## config.mk

```make
export PLATFORM = sky130hd
export DESIGN_NAME = fifo_word_serializer
export DESIGN_NICKNAME = d
export VERILOG_FILES = /design/src/rtl/serializer_pkg.sv /design/src/rtl/bit_tick_gen.sv /design/src/rtl/fifo_word_serializer.sv
export SDC_FILE = /design/constraint.sdc
export NUM_CORES = 1
export LEC_CHECK = 0
export CORE_MARGIN = 3
export CORE_UTILIZATION = 46
export DETAILED_ROUTE_END_ITERATION = 8
export PLACE_DENSITY = 0.7
export SYNTH_ARGS = -nofsm -noshare
export SYNTH_HDL_FRONTEND = slang
export SYNTH_SLANG_ARGS = --single-unit
export TNS_END_PERCENT = 10
```

## constraint.sdc

```tcl
create_clock -name clk -period 1.79 [get_ports clk]
set_input_delay 0.179 -clock clk [delete_from_list [all_inputs] [get_ports clk]]
set_output_delay 0.179 -clock clk [all_outputs]
set_load 0.01 [all_outputs]
```

## src/rtl/serializer_pkg.sv

```systemverilog
// Shared definitions for the FIFO word serializer: FSM encoding and parity helper.
package serializer_pkg;

   typedef enum logic [1:0] {
      ST_IDLE  = 2'd0,
      ST_SHIFT = 2'd1,
      ST_GAP   = 2'd2
   } state_t;

   // Widest word the parity helper accepts; narrower words are zero-extended,
   // which leaves the XOR reduction unchanged.
   localparam int PAR_W = 64;

   function automatic logic odd_parity(input logic [PAR_W-1:0] d);
      return ~^d;
   endfunction

endpackage

```

## src/rtl/bit_tick_gen.sv

```systemverilog
// Bit-period divider: counts 0..BIT_DIV-1 and flags the first and last clock of each period.
module bit_tick_gen #(
   parameter int BIT_DIV = 8
) (
   input  logic clk,
   input  logic rst,
   input  logic clear,
   output logic tick_first,
   output logic tick_last
);

   localparam int            CW       = $clog2(BIT_DIV);
   localparam logic [CW-1:0] CNT_LAST = CW'(BIT_DIV - 1);

   logic [CW-1:0] cnt;

   // NOTE: sequential state uses non-blocking assignments so every flop samples pre-edge values.
   always_ff @(posedge clk or posedge rst) begin
      if (rst) begin
         cnt <= '0;
      end else if (clear || cnt == CNT_LAST) begin
         cnt <= '0;
      end else begin
         cnt <= cnt + CW'(1);
      end
   end

   assign tick_first = (cnt == '0);
   assign tick_last  = (cnt == CNT_LAST);

endmodule

```

## src/rtl/fifo_word_serializer.sv

```systemverilog
// Pops words from a fifo_simple read port and shifts them out MSB-first with optional odd parity.
module fifo_word_serializer
   import serializer_pkg::*;
#(
   parameter int DW       = 16,
   parameter int BIT_DIV  = 8,
   parameter int PARITY   = 1,
   parameter int GAP_BITS = 0
) (
   input  logic          clk,
   input  logic          rst,
   input  logic          enable_i,
   input  logic          fifo_unempty_i,
   input  logic [DW-1:0] fifo_data_i,
   output logic          fifo_r_req_o,
   output logic          tx_bit_o,
   output logic          tx_bit_stb_o,
   output logic          tx_active_o,
   output logic          word_done_o
);

   localparam int            FLEN     = DW + PARITY;
   localparam int            IW       = $clog2(FLEN);
   localparam logic [IW-1:0] IDX_LAST = IW'(FLEN - 1);
   localparam int            GAP_CLKS = GAP_BITS * BIT_DIV;
   localparam int            GW       = (GAP_CLKS > 1) ? $clog2(GAP_CLKS) : 1;
   localparam logic [GW-1:0] GAP_LAST = GW'((GAP_CLKS > 0) ? GAP_CLKS - 1 : 0);

   state_t          state;
   logic [FLEN-1:0] sr;
   logic [IW-1:0]   idx;
   logic [GW-1:0]   gap_cnt;
   logic            tick_first;
   logic            tick_last;
   logic            tick_clear;
   logic            frame_end;
   logic            pop;
   logic [DW:0]     load_ext;
   logic [FLEN-1:0] load_word;

   assign tick_clear = (state != ST_SHIFT);

   bit_tick_gen #(.BIT_DIV(BIT_DIV)) u_tick (
      .clk        (clk),
      .rst        (rst),
      .clear      (tick_clear),
      .tick_first (tick_first),
      .tick_last  (tick_last)
   );

   // With PARITY=0 the part-select drops the parity bit and keeps only the data word.
   assign load_ext  = {fifo_data_i, odd_parity(PAR_W'(fifo_data_i))};
   assign load_word = load_ext[DW -: FLEN];
   assign frame_end = (state == ST_SHIFT) && tick_last && (idx == IDX_LAST);

   // The final gap clock may pop directly so the idle span is exactly GAP_BITS periods.
   always_comb begin
      // NOTE: default first so no path through this block leaves pop unassigned (no latch).
      pop = 1'b0;
      if (!rst && enable_i && fifo_unempty_i) begin
         case (state)
            ST_IDLE:  pop = 1'b1;
            ST_SHIFT: pop = frame_end && (GAP_BITS == 0);
            ST_GAP:   pop = (gap_cnt == GAP_LAST);
            default:  pop = 1'b0;
         endcase
      end
   end

   assign fifo_r_req_o = pop;

   always_ff @(posedge clk or posedge rst) begin
      if (rst) begin
         state   <= ST_IDLE;
         sr      <= '0;
         idx     <= '0;
         gap_cnt <= '0;
      end else begin
         case (state)
            ST_IDLE: begin
               if (pop) begin
                  sr    <= load_word;
                  idx   <= '0;
                  state <= ST_SHIFT;
               end
            end
            ST_SHIFT: begin
               if (tick_last) begin
                  if (idx != IDX_LAST) begin
                     idx <= idx + IW'(1);
                     sr  <= sr << 1;
                  end else if (pop) begin
                     sr  <= load_word;
                     idx <= '0;
                  end else if (GAP_BITS > 0) begin
                     gap_cnt <= '0;
                     state   <= ST_GAP;
                  end else begin
                     state <= ST_IDLE;
                  end
               end
            end
            ST_GAP: begin
               if (pop) begin
                  sr    <= load_word;
                  idx   <= '0;
                  state <= ST_SHIFT;
               end else if (gap_cnt == GAP_LAST) begin
                  state <= ST_IDLE;
               end else begin
                  gap_cnt <= gap_cnt + GW'(1);
               end
            end
            default: state <= ST_IDLE;
         endcase
      end
   end

   // Outputs decode flop state only, so reset clears them immediately.
   assign tx_active_o  = (state == ST_SHIFT);
   assign tx_bit_o     = tx_active_o & sr[FLEN-1];
   assign tx_bit_stb_o = tx_active_o & tick_first;
   assign word_done_o  = frame_end;

endmodule

```

* Word level (Yosys, flattened, before mapping)
Cells that the tools add are included.
** Cells by class
- Add/sub/neg operators :: 3
- Equality and inequality tests :: 11
- Mux-type cells :: 19
- Bitwise operators :: 4
- Reductions and logical operators :: 14
** Operators by type and width (count)
- XNOR reduction 64 bit :: 1
- 2-to-1 mux 17 bit :: 3
- case mux 17 bit (2 select lines) :: 1
- 2-to-1 mux 5 bit :: 3
- 2-to-1 mux 2 bit :: 6
- case mux 5 bit (2 select lines) :: 1
- inequality test 2 bit, second input constant :: 3
- case mux 2 bit (3 select lines) :: 1
- adder 5 x 1 -> 5 bit, second input constant :: 1
- equality test 5 bit, second input constant :: 1
- inequality test 5 bit, second input constant :: 1
- AND reduction 5 bit :: 1
- logical AND 1 bit :: 4
- inequality test 2 x 1 -> 1 bit, second input constant :: 2
- AND reduction 2 bit :: 2
- adder 3 x 1 -> 3 bit, second input constant :: 1
- equality test 3 bit, second input constant :: 1
- logical NOT 3 bit :: 1
- 2-to-1 mux 3 bit :: 1
- inequality test 3 bit, second input constant :: 1
- case mux 1 bit (3 select lines) :: 1
- AND 1 bit :: 2
- equality test 2 x 1 -> 1 bit, second input constant :: 1
- equality test 2 bit, second input constant :: 1
- 8 further kinds :: 10
** Storage, ports and cells
- Register bits after elaboration :: 28

* Logic depth before layout (Yosys ltp)
- Depth in word-level cells :: 9
- Depth in mapped cells :: 9

* By module
A second synthesis with hierarchy kept.
** Unflattened totals
- Cell total of the unflattened synthesis :: 145
- Area, all modules :: 1423.9 sq um
** Modules (own cells, without submodules)
- fifo_word_serializer :: instances 1, cells each 132, area each 1273.7 sq um
- bit_tick_gen :: instances 1, cells each 13, area each 150.1 sq um

* Worst setup path before layout
Ideal clock, no wire load.
- Path kind :: flip-flop to flip-flop
- Start point :: register u_tick.cnt[0]
- End point :: register sr[16]
- Library setup time :: 121 ps
- Arrival :: 1545 ps
- Required time :: 1669 ps
- Setup slack :: 124 ps
- Cell stages (with the launch flop) :: 9
- Path buffers :: 2
- Clock period less this slack :: 1666 ps
- Path through :: dfrtp_1 > ha_1 > ha_1 > nor2b_1 > buf_2 > nor3_4 > buf_4 > a22oi_1 > nand2_1
** On the way
- Longest elaborated chain between the ends :: 9
- Elaborated cells between the ends (all ways) :: 11
- Those cells by class :: 2 x eq/ne; 6 x mux; 3 x reduce/logical
** RTL lines
- start, declared :: line bit_tick_gen.sv:15 : logic [CW-1:0] cnt;
- start signal, assigned :: line bit_tick_gen.sv:24 : cnt <= cnt + CW'(1);
- equality test 3 bit * :: line bit_tick_gen.sv:29 : assign tick_last = (cnt == CNT_LAST);
- logical AND 1 bit * (2 in series) :: line fifo_word_serializer.sv:54 : assign frame_end = (state == ST_SHIFT) && tick_last && (idx == IDX_LAST);
- case mux 1 bit (3 select lines) * :: line fifo_word_serializer.sv:61 : case (state)
- 2-to-1 mux 1 bit * :: line fifo_word_serializer.sv:60 : if (!rst && enable_i && fifo_unempty_i) begin
- net fifo_r_req_o :: line fifo_word_serializer.sv:15 : output logic fifo_r_req_o,
- 2-to-1 mux 17 bit *
- 2-to-1 mux 17 bit (2 in series)
- case mux 17 bit (2 select lines) *
- end signal, assigned :: line fifo_word_serializer.sv:82 : sr <= load_word;
- end signal, assigned :: line fifo_word_serializer.sv:91 : sr <= sr << 1;
- end signal, assigned :: line fifo_word_serializer.sv:93 : sr <= load_word;
- end, declared :: line fifo_word_serializer.sv:30 : logic [FLEN-1:0] sr;
Mark *: on every way through the listed nets, which the timed path passes. The rest lies on a longest branch. The select of a mux whose other input is x is not followed.
A chain may end at the register's enable or synchronous reset.

* Worst setup path in the final report
- Start point :: register idx[0]
- End point :: register sr[15]
** On the way
- Longest elaborated chain between the ends :: 8
- Elaborated cells between the ends (all ways) :: 9
- Those cells by class :: 2 x eq/ne; 6 x mux; 1 x reduce/logical
** RTL lines
- start, declared :: line fifo_word_serializer.sv:31 : logic [IW-1:0] idx;
- start signal, assigned :: line fifo_word_serializer.sv:90 : idx <= idx + IW'(1);
- equality test 5 bit :: line fifo_word_serializer.sv:54
- logical AND 1 bit :: line fifo_word_serializer.sv:54
- case mux 1 bit (3 select lines) :: line fifo_word_serializer.sv:61
- 2-to-1 mux 1 bit :: line fifo_word_serializer.sv:60
- 2-to-1 mux 17 bit
- 2-to-1 mux 17 bit :: line fifo_word_serializer.sv:89 : if (idx != IDX_LAST) begin
- 2-to-1 mux 17 bit :: line fifo_word_serializer.sv:88 : if (tick_last) begin
- case mux 17 bit (2 select lines) * :: line fifo_word_serializer.sv:79 : case (state)
Every way passes the cells marked *; elsewhere a longest branch is shown, timed or not. The select of a mux whose other input is x is not followed.

==> metrics <==
kind of end point of the critical path=flip-flop; leading cell types in the layout, fill and taps excluded=sky130_fd_sc_hd__dfrtp_1, sky130_fd_sc_hd__nand2_1, sky130_fd_sc_hd__clkdlybuf4s50_1; global-route wire length before repair=5320 um; share of final-layout standard cells stronger than drive strength 1=22.4%; chip width=61.9 um; Chip Height=61.9 um; Combinational Power Share=41.5%; measured slew at the worst slew-check pin=0.373 ns; ratio of total power to cell area=1170 nW/um^2; number of buffers inserted during clock tree synthesis=3; 1st-pass router iterations=4; number of nets in the synthesized netlist=167; final antenna-violating net count=0; r2r startpoint=idx[0]$_DFFE_PP0P_; post-detailed-routing wire length=3210 um; area enclosed by the die boundary=3830 sq um; Non-Filler Cell Area, Final=1880 sq um; number of global-route vias before repair=1257; Pint=0.00146 W; flip-flop and latch count after synthesis=26; outcome=completed; synthesized area divided by synthesized cell count=10.1 sq um; CTS tree=yes; number of hold-slack violations in the final timing report=0; Final setup violation count=0; Reg power frac=39.5%; commonest non-fill, non-tap cell in the layout=sky130_fd_sc_hd__dfrtp_1; leakage dissipation=0.899 nW; Min-Delay Path Class=in2async; cell family contributing the most delay on the critical path=flip-flops; worst path arrival time=2.01 ns; slowest cell on the critical path=sky130_fd_sc_hd__dfrtp_1; Port-buffer cells=24; antenna violations before repair=0; fraction of power consumed by the clock network=18.9%; cts hold-fix bufs=0; number of standard cells in the layout, taps in and fillers out=214; async set-reset flop share out of synthesis=100%; vias per cell=5.57; Core ar.=2850 sq um; Post-Route Skew=0.00236 ns; Final Max Tran Viols=0; number of different library cells in the post-synthesis netlist=33; headroom to the max-slew limit=75.1%; global router's overall resource usage=18.8%; minimum period implied by the final worst setup slack=1.74 ns; H-Tree Level Count=1; Worst-path clk slew=0.15 ns; top-level I/O count=25; fmax=575 MHz; prevailing post-synth register cell=sky130_fd_sc_hd__dfrtp_1; register area share after synthesis=45.3%; initial core utilization=50.3%; Peak supply drop=0.427 mV; area growth from synthesis to final layout=30.9%; setup repair after global routing missed its margin=true; Initial DRC Count=80; root cell of the clock tree=sky130_fd_sc_hd__clkbuf_4; dpl cells=209; Routed wire per std cell=15.0 um; Tcrit/Tclk final=97.1%; EDFF count, synth=0; yosys synthesis warning count=0; clock sinks=26; critical path type=reg2reg; launching element type of the critical path=flip-flop; Clock Path Buffers=2; final layout net count=209; largest net degree at the start of global routing=16; max incr delay on CP=0.40 ns; gate count after technology mapping=142; data required time of the critical path=2.06 ns; global placer's final weighted congestion=0.892; HPWL reported at the end of detailed placement=2360 um; Congestion Overflow GR=0; max capacitance violation total=0; total vias in the final route=1191; worst setup timing slack at the placement stage=-0.0241 ns; crit path max fanout=9; placed standard-cell area=1810 sq um; number of buffers and inverters on the critical path=3; worst path setup slack after routing=0.0511 ns; drc violations=0; insertion delay to the later sink of the worst-skew pair=0.33 ns; mapped cell area=1440 sq um; critical path launch point=idx[0]$_DFFE_PP0P_; antenna diode count=0; switching share of total power=33.7%; cell-by-cell trace of the critical path=inv_1 > ha_1 > and4bb_4 > nor2b_4 > buf_6 > o21ai_4 > buf_4 > nand2_1 > o21ai_1; Placement Rows=19; NetSw=0.000740 W
## registers in the layout, indices dropped and copies added, names as in the netlist
name	count
u_tick.cnt	3
state	1
sr	17
idx	5
## worst paths after layout
kind	endpoint	slack, ns	cells past startpoint
setup / recovery	sr[15]$_DFFE_PP0P_	0.05	9
hold / removal	u_tick.cnt[0]$_DFF_PP0_	0.17	3
setup reg to reg	sr[15]$_DFFE_PP0P_	0.05	9
hold reg to reg	sr[4]$_DFFE_PP0P_	0.49	2
max in group asynchronous	sr[10]$_DFFE_PP0P_	1.44	3
min in group clk	sr[7]$_DFFE_PP0P_	0.49	3
## stage by stage
stage / setup TNS [ns] / utilization (%) / hold WS, ns / power (W)
6_report: 0 / 65.8 / 0.170 / 0.00220
5_1_grt: -0.212 / 65.8 / 0.189 / 0.00235
4_1_cts: -0.0323 / 65.6 / 0.170 / 0.00221
3_5_place_dp: -0.0599 / 63.3 / 0.460 / 0.00178
3_3_place_gp: 0 / 63.3 / 0.447 / 0.00174
2_1_floorplan: 0 / - / 0.0780 / 0.00145
## routing by layer
metal / share of wire (%) / track usage (%)
met1: 44 / 23.0
met2: 51 / 33.3
met3: 3.5 / 1.86
met4: 1.1 / 8.18
met5: 0 / 0
## area by class of cell
cell class | instances | area, sq um
well taps | 31 | 38.8
repair buffers | 43 | 378
multi-input cells | 102 | 728
clock buffers | 3 | 22.5
fillers | 223 | 975
inverters | 8 | 30.0
flip-flops and latches | 26 | 651
clock inverters | 1 | 30.0
## power groups by stage
stage | clock (W) | sequential, W | combinational (W)
6_report | 0.000416 | 0.000869 | 0.000912
5_1_grt | 0.000447 | 0.000889 | 0.00102
4_1_cts | 0.000427 | 0.000869 | 0.000919
3_5_place_dp | 0 | 0.000879 | 0.000903
3_3_place_gp | 0 | 0.000868 | 0.000869
2_1_floorplan | 0 | 0.000873 | 0.000580
## worst min-delay path: stages
cell and delay (ns):
sky130_fd_sc_hd__clkdlybuf4s50_1 0.41, sky130_fd_sc_hd__inv_2 0.08, sky130_fd_sc_hd__buf_4 0.20
## cell families after synthesis
kind of cell	count (synthesis)	share of synthesized area [%]
xor gates and xnor gates	17	10.4
AOI/OAI and AO/OA	31	16.7
and+or+nand+nor	48	17.4
adders and majority gates	5	4.36
buffers and inverters	14	5.14
DFF	26	45.3
muxes	1	0.697
## Yosys cell counts, types with 3 or more instances
cell type                  count  area share (%)
sky130_fd_sc_hd__a222oi_1      3             2.1
sky130_fd_sc_hd__inv_1         7             1.8
sky130_fd_sc_hd__nand2_1      23             6.0
sky130_fd_sc_hd__nor2_1        4             1.0
sky130_fd_sc_hd__o21ai_1       6             2.1
sky130_fd_sc_hd__xnor2_1      15             9.2
sky130_fd_sc_hd__ha_1          5             4.4
sky130_fd_sc_hd__and2_1        3             1.3
sky130_fd_sc_hd__and3_1        3             1.3
sky130_fd_sc_hd__nand2_2       3             1.3
sky130_fd_sc_hd__dfrtp_1      26              45
sky130_fd_sc_hd__a22oi_1      12             6.3
sky130_fd_sc_hd__o21ai_2       3             1.8
## what timing repair did
item | CTS | global route
setup buffers | 0 | 1
gates resized for setup | 14 | 2
gates cloned | 0 | 0
pin swaps | 0 | 1
setup endpoints to repair | 17 | 13
hold endpoints to repair | 0 | 0
No activity file was read; power rests on OpenSTA's default activity.
==> edit, RTL diff (same settings) <==
One comparison of `idx` changes from == to >=.
--- a/src/rtl/fifo_word_serializer.sv
+++ b/src/rtl/fifo_word_serializer.sv
@@ -51,7 +51,7 @@
    // With PARITY=0 the part-select drops the parity bit and keeps only the data word.
    assign load_ext  = {fifo_data_i, odd_parity(PAR_W'(fifo_data_i))};
    assign load_word = load_ext[DW -: FLEN];
-   assign frame_end = (state == ST_SHIFT) && tick_last && (idx == IDX_LAST);
+   assign frame_end = (state == ST_SHIFT) && tick_last && (idx >= IDX_LAST);
 
    // The final gap clock may pop directly so the idle span is exactly GAP_BITS periods.
    always_comb begin
Function: no difference found for any inputs over 10 cycles, from zero or initial values and one cycle with rst high; that may be too few to reach the edited logic, so the function may still have changed.
==> edit against the original RTL <==
Routed wire length decreased by 4.1%. Setup slack about the same. Design area increased by 1.6%. Power decreased by 12%. Hold slack improved by 45 ps. Area after synthesis decreased by 1.4%. Sequential power decreased by 8.9%. Via count decreased by 3.3%. Sequential cell count unchanged. Count of clock-buffer cells in the layout unchanged. Critical endpoint is now sr[11].
==> edit: results (changes against the original RTL) <==
metric,value,unit,change
cpMaxStageDelayCell,dfrtp_1,,unchanged
track_usage,17.7,%,was 18.8%
grt_max_degree,27,,was 16
cp_max_fo,12,,was 9
vdd_drop_max,404,uV,was 427 uV
antenna_found_initial,0,,unchanged
dp_hpwl,2200,um,was 2360 um
syn_inst,149,,was 142
synth_cell_types,29,,was 33
synthTopCellsByCount,"nand2_1, dfrtp_1, xnor2_1, inv_1, a22oi_1",,"was dfrtp_1, nand2_1, xnor2_1, a22oi_1, inv_1"
synth_compound_area_share,17.0,%,was 16.7%
path_clk_slew,150,ps,about the same
first_pass_iters,4,,unchanged
fillCellCount,236,,was 223
synth_nets,174,,was 167
grt_pass1_vias,1144,,was 1257
synthAdderAreaFrac,4.42,%,was 4.36%
worst_pin_slew,485,ps,was 373 ps
ys_seq_area_share,46.0,%,was 45.3%
power_frac_seq,41.1,%,was 39.5%
cts_root_buffer,clkbuf_4,,unchanged
p_int,1.32,mW,was 1.46 mW
totalWireLength,3080,um,was 3210 um
drive_above_1_share,21.0,%,was 22.4%
critPathArrivalTime,1960,ps,was 2010 ps
die_w,61.5,um,was 61.9 um
drt_iter0_drc,45,,was 80
clk_path_buf_depth,2,,unchanged
synthTopCellsByArea,"dfrtp_1, nand2_1, xnor2_1",,"was dfrtp_1, xnor2_1, a22oi_1"
ys.warnings.count,0,,unchanged
critPathTopFamily,compound AO/OA/AOI/OAI gates,,was flip-flops
via_per_inst,5.31,,was 5.57
routedWlPerCell,14.2,um,was 15.0 um
synthXorXnorAreaFrac,9.28,%,was 10.4%
post-place-cells,212,,was 209
holdCritPathClass,input port to asynchronous set/reset pin,,unchanged
gp_congestion,0.792,,was 0.892
synth_mux_area_share,0,%,was 0.697%
run_status,completed,,unchanged
finalClockSkew,14.3,ps,was 2.36 ps
post_cts_buffers,0,,unchanged
worst_path_largest_cell_delay,400,ps,about the same
dpl_cell_area,0.00178,mm2,was 0.00181 mm2
io_buffers,24,,unchanged
insertion_delay,320,ps,
grt_pass1_wl,4890,um,was 5320 um
clkPwrFrac,20.9,%,was 18.9%
synthArstFlopShare,100,%,unchanged
cts-resized-gates,11,,was 14
power.leakage,0.886,nW,was 0.899 nW
pre_cts_ws,16.7,ps,was -24.1 ps
-- edit: cell count changes in the layout (fill, tap and decap cells not counted), moves of 4 or more --
cell	unedited run	this run
inv_1	7	12
a22oi_1	12	1
o21ai_1	6	0
nand2_1	23	31
o22ai_1	0	6
a22oi_2	0	10
buf_4	17	13
a21oi_1	2	7
-- edit: cells by family (layout without fill, tap and decap cells) --
family / count (synthesis) / count (layout)
AO/OA/AOI/OAI: 35 / 35
XOR/XNOR: 15 / 15
adder cells (fa/ha/maj): 5 / 5
buffers and inverters: 18 / 55
flip-flops: 26 / 26
AND/OR/NAND/NOR: 50 / 50
-- edit: layout make-up --
type                    count  share of cell area (%)
multi-input cells         105                    39.3
flip-flops and latches     26                    34.2
repair buffers             39                    19.3
inverters                  12                    2.36
well taps                  31                    2.03
clock inverters             1                    1.57
clock buffers               3                    1.18
-- edit: layer usage --
| metal | vias up | global-route usage [%] | routed length (um) |
|---|---|---|---|
| met5 | - | 0 | 0 |
| met4 | 0 | 6.97 | 25 |
| met3 | 2 | 3.56 | 113 |
| met2 | 25 | 30.5 | 1590 |
| met1 | 551 | 21.8 | 1350 |
| li1 | 574 | - | - |
-- edit: metrics by stage --
stage	total power [mW]	utilization [%]
after floorplan	1.18	-
after global placement	1.46	62.5
after global routing	2.09	66.9
after detailed placement	1.49	62.5
after CTS	1.88	64.3
final	1.93	66.9
-- edit: path summary, 6_finish.rpt --
path	to	slack [ps]	from	depth (start not counted)
max	sr[11]	50	u_tick.cnt[1]	8
min	state[0]	220	rst	3
max reg2reg	sr[11]	50	u_tick.cnt[1]	8
min reg2reg	sr[1]	500	sr[0]	2
max in group asynchronous	idx[1]	1310	rst	3
min in group clk	sr[12]	440	fifo_data_i[11]	3
